==> config.mk <==
export PLATFORM = sky130hd
export DESIGN_NAME = vz_image_saver
export DESIGN_NICKNAME = d
export VERILOG_FILES = /design/src/rtl/vz_pkg.sv /design/src/rtl/vz_hdr_gen.sv /design/src/rtl/vz_image_saver.sv
export SDC_FILE = /design/constraint.sdc
export NUM_CORES = 1
export LEC_CHECK = 0
export ABC_AREA = 1
export CAP_MARGIN = 15
export CORE_MARGIN = 8
export CORE_UTILIZATION = 35
export CTS_BUF_LIST = sky130_fd_sc_hd__clkbuf_8 sky130_fd_sc_hd__clkbuf_16
export CTS_CLUSTER_SIZE = 8
export DETAILED_ROUTE_END_ITERATION = 6
export GPL_ROUTABILITY_DRIVEN = 0
export GPL_TIMING_DRIVEN = 0
export PLACE_DENSITY = 0.56
export SYNTH_ARGS = -nofsm -noshare
export SYNTH_HDL_FRONTEND = slang
export SYNTH_SLANG_ARGS = --single-unit
==> constraint.sdc <==
create_clock -name clk_sys -period 1.9 [get_ports clk_sys]
set_input_delay 0.475 -clock clk_sys [delete_from_list [all_inputs] [get_ports clk_sys]]
set_output_delay 0.475 -clock clk_sys [all_outputs]
set_load 0.005 [all_outputs]
==> src/rtl/vz_pkg.sv <==
// Shared constants, FSM state type and filename helper for the .VZ image saver.
package vz_pkg;

  localparam logic [31:0] VZ_MAGIC      = "VZF0";
  localparam int unsigned VZ_HDR_LEN    = 24;
  localparam logic [7:0]  VZ_TYPE_BASIC = 8'hF0;
  localparam logic [7:0]  VZ_TYPE_BIN   = 8'hF1;
  localparam logic [15:0] VZ_PTR_START  = 16'h78A4;
  localparam logic [15:0] VZ_PTR_END    = 16'h78F9;

  typedef enum logic [2:0] {
    ST_IDLE,
    ST_PTR,
    ST_HDR,
    ST_DATA,
    ST_FIN
  } vz_state_t;

  // A string parameter is right-justified; find its length from the highest non-NUL byte
  // so character k can be returned left-to-right with NUL padding.
  function automatic logic [7:0] name_char(input logic [127:0] nm, input int unsigned k);
    int unsigned len;
    len = 0;
    for (int unsigned i = 0; i < 16; i++) begin
      if (nm[8*i +: 8] != 8'h00) len = i + 1;
    end
    if (k < len) return nm[8*(len-1-k) +: 8];
    return 8'h00;
  endfunction

endpackage

==> src/rtl/vz_hdr_gen.sv <==
// Combinational lookup of the 24-byte .VZ header: magic, NUL-padded name, type, start address.
module vz_hdr_gen
  import vz_pkg::*;
#(
  parameter logic [127:0] NAME = "MISTER"
) (
  input  logic [4:0]  idx,
  input  logic [15:0] start_addr,
  input  logic [7:0]  typ,
  output logic [7:0]  hdr_byte
);

  always_comb begin
    hdr_byte = 8'h00;
    case (idx)
      5'd0:    hdr_byte = VZ_MAGIC[31:24];
      5'd1:    hdr_byte = VZ_MAGIC[23:16];
      5'd2:    hdr_byte = VZ_MAGIC[15:8];
      5'd3:    hdr_byte = VZ_MAGIC[7:0];
      5'd21:   hdr_byte = typ;
      5'd22:   hdr_byte = start_addr[7:0];
      5'd23:   hdr_byte = start_addr[15:8];
      default: begin
        // byte 20 is the name terminator and stays 0
        if (idx >= 5'd4 && idx <= 5'd19) hdr_byte = name_char(NAME, 32'(idx) - 32'd4);
      end
    endcase
  end

endmodule

==> src/rtl/vz_image_saver.sv <==
// Streams the BASIC program (or, with VZ_SAVER_BIN_EN defined, a binary RAM range) as a .VZ image.
module vz_image_saver
  import vz_pkg::*;
#(
  parameter int unsigned  MEM_LAT = 1,
  parameter logic [127:0] NAME    = "MISTER"
) (
  input  logic        clk_sys,
  input  logic        reset,
  input  logic        start,
  input  logic        abort,
  output logic        busy,
  output logic        done,
  output logic        err,
  output logic [15:0] mem_addr,
  output logic        mem_rd,
  input  logic [7:0]  mem_din,
  output logic [7:0]  out_data,
  output logic        out_valid,
  input  logic        out_ready,
  output logic        out_last,
`ifdef VZ_SAVER_BIN_EN
  input  logic        bin_mode,
  input  logic [15:0] bin_start,
  input  logic [15:0] bin_end,
`endif
  output logic [15:0] byte_cnt
);

  vz_state_t          state;
  logic [15:0]        start_addr, end_addr, cur_addr;
  logic [7:0]         typ;
  logic [2:0]         iss_cnt;
  logic [1:0]         cap_cnt;
  logic [4:0]         hdr_idx;
  logic               wait_rd;
  logic [MEM_LAT-1:0] rd_sr;
  logic [7:0]         hdr_byte;
  logic               hs, rd_ok;
  logic               bin_sel;
  logic [15:0]        bin_s, bin_e;

`ifdef VZ_SAVER_BIN_EN
  assign bin_sel = bin_mode;
  assign bin_s   = bin_start;
  assign bin_e   = bin_end;
`else
  assign bin_sel = 1'b0;
  assign bin_s   = '0;
  assign bin_e   = '0;
`endif

  assign hs    = out_valid & out_ready;
  assign rd_ok = rd_sr[MEM_LAT-1];

  vz_hdr_gen #(.NAME(NAME)) u_hdr (
    .idx        (hdr_idx),
    .start_addr (start_addr),
    .typ        (typ),
    .hdr_byte   (hdr_byte)
  );

  // Tracks each read strobe until its data appears on mem_din.
  always_ff @(posedge clk_sys) begin
    if (reset || abort) begin
      rd_sr <= '0;
    end else begin
      rd_sr[0] <= mem_rd;
      for (int unsigned i = 1; i < MEM_LAT; i++) rd_sr[i] <= rd_sr[i-1];
    end
  end

  always_ff @(posedge clk_sys) begin
    if (reset || abort) begin
      state      <= ST_IDLE;
      busy       <= 1'b0;
      done       <= 1'b0;
      err        <= 1'b0;
      mem_addr   <= '0;
      mem_rd     <= 1'b0;
      out_data   <= '0;
      out_valid  <= 1'b0;
      out_last   <= 1'b0;
      byte_cnt   <= '0;
      start_addr <= '0;
      end_addr   <= '0;
      cur_addr   <= '0;
      typ        <= VZ_TYPE_BASIC;
      iss_cnt    <= '0;
      cap_cnt    <= '0;
      hdr_idx    <= '0;
      wait_rd    <= 1'b0;
    end else begin
      done   <= 1'b0;
      mem_rd <= 1'b0;
      if (hs && byte_cnt != 16'hFFFF) byte_cnt <= byte_cnt + 16'd1;

      case (state)
        ST_IDLE: begin
          if (start) begin
            err      <= 1'b0;
            byte_cnt <= '0;
            iss_cnt  <= '0;
            cap_cnt  <= '0;
            hdr_idx  <= '0;
            wait_rd  <= 1'b0;
            if (bin_sel) begin
              start_addr <= bin_s;
              end_addr   <= bin_e;
              cur_addr   <= bin_s;
              typ        <= VZ_TYPE_BIN;
              if (bin_e < bin_s) begin
                err  <= 1'b1;
                done <= 1'b1;
              end else begin
                busy  <= 1'b1;
                state <= ST_HDR;
              end
            end else begin
              typ   <= VZ_TYPE_BASIC;
              busy  <= 1'b1;
              state <= ST_PTR;
            end
          end
        end

        // The four pointer reads are issued back to back and captured in order.
        ST_PTR: begin
          if (iss_cnt < 3'd4) begin
            mem_rd   <= 1'b1;
            mem_addr <= (iss_cnt[1] ? VZ_PTR_END : VZ_PTR_START) + 16'(iss_cnt[0]);
            iss_cnt  <= iss_cnt + 3'd1;
          end
          if (rd_ok) begin
            cap_cnt <= cap_cnt + 2'd1;
            case (cap_cnt)
              2'd0: start_addr[7:0]  <= mem_din;
              2'd1: start_addr[15:8] <= mem_din;
              2'd2: end_addr[7:0]    <= mem_din;
              default: begin
                end_addr[15:8] <= mem_din;
                cur_addr       <= start_addr;
                if ({mem_din, end_addr[7:0]} < start_addr) begin
                  err   <= 1'b1;
                  done  <= 1'b1;
                  busy  <= 1'b0;
                  state <= ST_IDLE;
                end else begin
                  state <= ST_HDR;
                end
              end
            endcase
          end
        end

        ST_HDR: begin
          if (hs) begin
            out_valid <= 1'b0;
            out_last  <= 1'b0;
            if (out_last) begin
              done  <= 1'b1;
              busy  <= 1'b0;
              state <= ST_FIN;
            end else if (hdr_idx == 5'(VZ_HDR_LEN)) begin
              state <= ST_DATA;
            end
          end else if (!out_valid) begin
            out_data  <= hdr_byte;
            out_valid <= 1'b1;
            out_last  <= (hdr_idx == 5'(VZ_HDR_LEN - 1)) && (end_addr == start_addr);
            hdr_idx   <= hdr_idx + 5'd1;
          end
        end

        // One byte in flight: a read is only issued once the previous byte was accepted.
        ST_DATA: begin
          if (hs) begin
            out_valid <= 1'b0;
            out_last  <= 1'b0;
            if (out_last) begin
              done  <= 1'b1;
              busy  <= 1'b0;
              state <= ST_FIN;
            end
          end else if (!out_valid && !wait_rd) begin
            mem_rd   <= 1'b1;
            mem_addr <= cur_addr;
            wait_rd  <= 1'b1;
          end
          if (rd_ok) begin
            out_data  <= mem_din;
            out_valid <= 1'b1;
            out_last  <= (cur_addr + 16'd1) == end_addr;
            cur_addr  <= cur_addr + 16'd1;
            wait_rd   <= 1'b0;
          end
        end

        ST_FIN:  state <= ST_IDLE;
        default: state <= ST_IDLE;
      endcase
    end
  end

endmodule

-- Word level (Yosys, flattened, before mapping)
Cells that the tools add are included.
- shift operators: 1
- reductions and logical operators: 35
- equal/unequal tests: 35
- magnitude comparators: 5
- muxes and demuxes: 79
- bitwise logic cells: 2
- add/subtract/negate cells: 9
- operator list (cell ; count):
    16-bit two-way mux ; 9
    128-bit by 33-bit indexed part select with 8-bit output (first input constant) ; 1
    32-bit two-way mux ; 2
    16-bit case mux with 2 select lines ; 2
    8-bit case mux with 7 select lines ; 1
    8-bit two-way mux ; 6
    16-bit by 1-bit adder with 16-bit output (second input constant) ; 2
    16-bit == test ; 2
    32-bit less-than comparator ; 1
    1-bit two-way mux ; 30
    3-bit two-way mux ; 10
    29-bit by 1-bit subtractor with 29-bit output (second input constant) ; 1
    29-bit subtractor ; 1
    2-bit != test (second input constant) ; 13
    3-bit AND reduction ; 7
    5-bit == test (second input constant) ; 4
    4-bit AND reduction ; 5
    15-bit by 1-bit adder with 16-bit output ; 1
    16-bit less-than comparator ; 1
    16-bit != test (second input constant) ; 1
    8-bit case mux with 2 select lines ; 1
    5-bit two-way mux ; 3
    3-bit != test (second input constant) ; 5
    7-bit AND reduction ; 2
    other kinds (37) ; 55
- input bits: 13
- output and inout bits: 46
- register bits: 109
- word-level logic and storage cells: 186

-- Longest topological paths before layout
- word-level depth: 14
- mapped depth: 13
- gate-level depth less buffers: 13

-- Cells and area by module
From an unflattened synthesis, not the netlist that was laid out.
- cells, all modules: 957
- area total of the unflattened synthesis: 6437.4 µm²
- by module, submodules not included (module ; area each (µm²) ; cells each ; times used):
    vz_image_saver ; 5808.1 ; 829 ; 1
    vz_hdr_gen ; 629.4 ; 128 ; 1

-- Least setup slack after synthesis
No wires, ideal clock.
- path kind: reg2reg
- from: register hdr_idx[2]
- to: register out_data[3]
- cell stages (with the launch flop): 13
- buffers on the path: 0
- clock period less this slack: 1888 ps
- required time: 1830 ps
- setup slack: 12 ps
- data arrival time: 1818 ps
- cells stage by stage: dfxtp_1 > inv_1 > ha_1 > ha_1 > nand2_1 > nor2_1 > xnor2_1 > nand3_1 > nor2_1 > nor2_1 > nand2_1 > o21ai_1 > a21oi_1
- cells in the longest elaborated chain, start to end: 11
- elaborated cells between the ends (all ways): 24
- those cells by class: add/sub: 2; order compare: 3; eq/ne: 6; shift: 1; mux: 10; reduce/logical: 2
- ends and longest elaborated chain (item ; RTL line ; source):
    start, declared ; vz_image_saver.sv:35 ; logic [4:0] hdr_idx;
    start signal, assigned ; vz_image_saver.sv:171 ; hdr_idx <= hdr_idx + 5'd1;
    parallel branches: the longest is 7 deep, another holds 29-bit subtractor ; - ;
    8-bit case mux with 7 select lines * ; vz_hdr_gen.sv:15 ; case (idx)
    8-bit two-way mux * ; vz_image_saver.sv:167 ; end else if (!out_valid) begin
    8-bit two-way mux * ; vz_image_saver.sv:157 ; if (hs) begin
    8-bit case mux with 2 select lines * ; vz_image_saver.sv:98 ; case (state)
    end signal, assigned ; vz_image_saver.sv:168 ; out_data <= hdr_byte;
    end signal, assigned ; vz_image_saver.sv:191 ; out_data <= mem_din;
    end, declared ; vz_image_saver.sv:18 ; output logic [7:0] out_data,
Mark *: on every way between the ends. The select of a mux whose other input is x is not followed.
A chain may end at the register's enable or synchronous reset.

-- Worst setup path after layout
Same ends and word-level chain as after synthesis.

==> impl.org <==
** Synth
- Syn avg cell area :: between 7 and 8 um^2
- Cell count after synthesis :: 860
- Cell variety after synth :: 47
- Primary flip-flop cell chosen by synthesis mapping :: dfxtp_1
- After synthesis, flip-flops and latches occupy 34.7% of the total area.
- Total number of yosys warnings :: 0
- Counting every net in the synthesized netlist gives 910.
- Synthesis inferred 109 register bits.
- Yosys mapped a number of flops with a built-in enable equal to 0.
- FFs w/ async S/R, synth :: 0%
- Synth Cell Area :: ~6300 um^2

** Floorplanning
- Die width :: about 150 um
- Die ar. :: about 23,000 um^2
- Total number of placement rows :: between 40 and 50
- Core region area :: 17,800 um^2
- Num ports :: 59
- For this configuration, the core starts out at a cell density of between 30% and 40%.
- The die is around 150 um tall.

** Clock tree
- Clock tree synthesis found a total of 109 sinks.
- Inserted Clock Buffers :: 9
- TritonCTS built the clock tree.
- At the later pin of the worst-skew pair, clock insertion delay measures 360 ps.
- Clock Tree Buf Depth :: 2
- Clock-pin slew was measured on the worst setup and hold paths at 70 ps.
- The cell sitting at the root of the clock tree is a clkbuf_16.
- H-tree levels :: 3

** Power and ir drop
- Static power due to leakage :: ~0.0029 uW
- Net switching is 24.6% of the power.
- Per report_power, the clock group accounts for around 43% of the total.
- For this design the total switching power over the nets is 1150 uW.
- Power per unit of standard cell area :: about 580 nW/um^2
- Cell internal power was estimated by the tool at 3520 uW.
- Per report_power, the combinational group accounts for between 7 and 8% of the total.
- Power share of the sequential group :: around half
- IR analysis of the VDD net gives a maximum drop of 447 uV.

** GRT
- The first global-routing pass estimated 30,600 um of wire.
- The via count of the first global-routing pass was about 5,600.
- Global routing used between 10% and 20% of the available tracks.
- Entering global routing, the biggest net connects 18 pins.
- The total overflow left after global routing is 0.
- Number of antenna violations at the first check in global routing :: 0

** Worst setup path
- The worst setup path is of the reg -> reg kind.
- Data arrives at the worst endpoint at around 2200 ps.
- The worst setup path is captured at a flop.
- CP max FO :: 6
- For the worst setup path, the data required time is ~2200 ps.
- The worst setup path is launched from a flop.

** Run status
- Failing checks :: setup timing
- The flow ran to the end, but the final reports show violations.

** Layout
- Of the cells placed in the final design, the portion with a size suffix greater than 1 is 21.6%.
- The area growth from synthesis to layout is 28.5%.
- In the final design database the tool counted 1,007 nets.
- The finished layout holds between 1,000 and 1,500 standard cells, fillers aside.
- Fillers :: about 1,800
- Fin area :: approximately 8000 um^2
- Diode insertion count for antenna repair :: 0

** STA
- Hold Fails Final Rpt :: 0
- Counting I/O delays and the setup requirement, the final critical path takes 1900 ps.
- At the pin with the least slew margin, the transition time is between 800 and 900 ps.
- Max Clock Skew :: roughly 14 ps
- For this run, the top clock speed supported by timing is approximately 0.53 GHz.
- Final WS setup :: -1.50 ps
- In this run the tightest slew margin relative to its limit is between 40 and 50%.
- Final Max Slew Viols :: 0
- Endpoints failing setup :: 1
- Setup repair after global routing could not meet its margin everywhere.
- The worst path uses 100% of the clock period.

** Route
- Iter 0 DRT Violations :: between 400 and 500
- After detailed routing, the number of vias per cell comes to between 5 and 6.
- First-pass DRT Iterations :: 6
- DRC violation count after routing :: 0
- Per-cell routed wire length :: about 17 um
- The detail route stage leaves a number of antenna-violating nets equal to 0.
- Across all layers, the routed design uses 6,127 vias.
- After detailed routing, the total wire length is ~20,000 um.

** Run
- Max-cap violations in this run came to 0.

** Placed design
- Post-placement cell count :: about 1,100
- Once detailed placement completed, the half-perimeter wirelength came to between 10,000 and 15,000 um.
- Placed cell areas :: a little over 7000 um^2
- # port buffers :: 58

** Min path
- HP Class :: reg -> reg
==> stage by stage <==
stage	util (%)	hold WS (ps)	power (uW)	setup TNS [ps]	setup slack, ps
detailed placement	40.2	419	2720	-44860	-699
global placement	40.2	423	2720	-43750	-705
floorplan	-	425	2560	0	12.3
finish	45.4	432	4670	-1.50	-1.50
global route	45.4	458	4850	-616	-132
CTS	42.6	434	4710	-80.9	-41.7
==> registers in the layout, summed over array words and instances, names as in the netlist <==
| name | flops |
|---|---|
| byte_cnt | 16 |
| cur_addr | 16 |
| end_addr | 16 |
| mem_addr | 16 |
| start_addr | 16 |
| out_data | 8 |
| hdr_idx | 5 |
| iss_cnt | 3 |
| state | 3 |
| cap_cnt | 2 |
| busy | 1 |
| done | 1 |
| err | 1 |
| mem_rd | 1 |
| out_last | 1 |
| out_valid | 1 |
| rd_ok | 1 |
| wait_rd | 1 |
==> worst max-delay path, cell delays in order (launching register included) <==
cell and delay [ps]:
dfxtp_4 390, inv_6 50, ha_4 160, ha_4 260
nand2_4 40, nor2_4 130, nand2_1 70, inv_1 50
nand4_1 180, nor2_1 140, nor2_1 60, nand2_1 60
o21ai_1 70, a21oi_1 150
==> layout make-up <==
cell class / count / area, um^2 / area share [%]
inverters: 102 / 408 / 5.05
flip-flops and latches: 109 / 2230 / 27.6
multi-input cells: 621 / 3910 / 48.4
repair buffers: 86 / 786 / 9.73
plain buffers: 28 / 149 / 1.84
clock inverters: 5 / 56.3 / 0.697
well taps: 229 / 287 / 3.55
clock buffers: 11 / 253 / 3.13
==> placed cells by master (no fill, tap or decap), types with 8 or more instances in the layout <==
| cell | synthesis | layout |
|---|---|---|
| dfxtp_1 | 109 | 86 |
| nand3_1 | 50 | 48 |
| clkbuf_16 | 0 | 9 |
| clkdlybuf4s50_1 | 0 | 50 |
| o21ai_0 | 74 | 71 |
| a31oi_1 | 15 | 15 |
| buf_2 | 10 | 9 |
| nand2_1 | 147 | 138 |
| o22ai_1 | 10 | 10 |
| nand2_2 | 7 | 14 |
| a21oi_1 | 94 | 93 |
| buf_4 | 4 | 31 |
| nand4_1 | 14 | 14 |
| dfxtp_2 | 0 | 16 |
| nor2_4 | 9 | 13 |
| ha_1 | 37 | 27 |
| inv_2 | 12 | 20 |
| clkbuf_1 | 14 | 8 |
| nor2_2 | 8 | 9 |
| inv_1 | 85 | 74 |
| nor2_1 | 69 | 64 |
| ha_4 | 0 | 9 |
| xor2_1 | 12 | 11 |
==> worst paths after layout <==
check	startpoint	endpoint	slack, ps	depth (start not counted)
setup / recovery	hdr_idx[2]	out_data[3]	-1	13
hold / removal	mem_rd	rd_ok	430	2
setup reg to reg	hdr_idx[2]	out_data[3]	-1	13
hold reg to reg	mem_rd	rd_ok	430	2
==> synth_stat cells (9+ instances only) <==
| cell type | instances | area share [%] |
|---|---|---|
| nand2_1 | 147 | 8.8 |
| dfxtp_1 | 109 | 35 |
| a21oi_1 | 94 | 7.5 |
| inv_1 | 85 | 5.1 |
| o21ai_0 | 74 | 5.9 |
| nor2_1 | 69 | 4.1 |
| nand3_1 | 50 | 4.0 |
| ha_1 | 37 | 7.4 |
| a31oi_1 | 15 | 1.5 |
| clkbuf_1 | 14 | 0.84 |
| nand4_1 | 14 | 1.4 |
| inv_2 | 12 | 0.72 |
| xor2_1 | 12 | 1.7 |
| buf_2 | 10 | 0.80 |
| o22ai_1 | 10 | 1.0 |
| nor2_4 | 9 | 1.6 |
| o21ai_1 | 9 | 0.72 |
==> kinds of logic after synthesis <==
family	count (synthesis)	synth area share (%)
flip-flops	109	34.7
adder cells (fa/ha/maj)	37	7.36
XOR/XNOR	17	2.59
AO/OA/AOI/OAI	235	21.8
buffers and inverters	130	8.32
AND/OR/NAND/NOR	332	25.2
==> repair_timing <==
action,CTS,global route
pin swaps,5,24
cloned,0,0
hold buffers,0,0
buffers inserted,2,26
setup endpoints to repair,69,49
gates resized for setup,45,93
==> power by group through the flow <==
| stage | Combinational (uW) | Clock, uW | Sequential, uW |
|---|---|---|---|
| 3_5_place_dp | 342 | 0 | 2380 |
| 4_1_cts | 339 | 2050 | 2320 |
| 5_1_grt | 396 | 2140 | 2320 |
| 6_report | 357 | 2000 | 2310 |
| 2_1_floorplan | 189 | 0 | 2370 |
| 3_3_place_gp | 340 | 0 | 2380 |
==> layer usage <==
layer,part of all wire (%),wire [um],GRT usage (%)
met2,45,8950,27.0
met5,0,0,0
met1,48,9450,24.0
met4,1.8,348,4.95
met3,5.3,1050,3.27
Note: power is estimated with default switching activity, not from simulation.
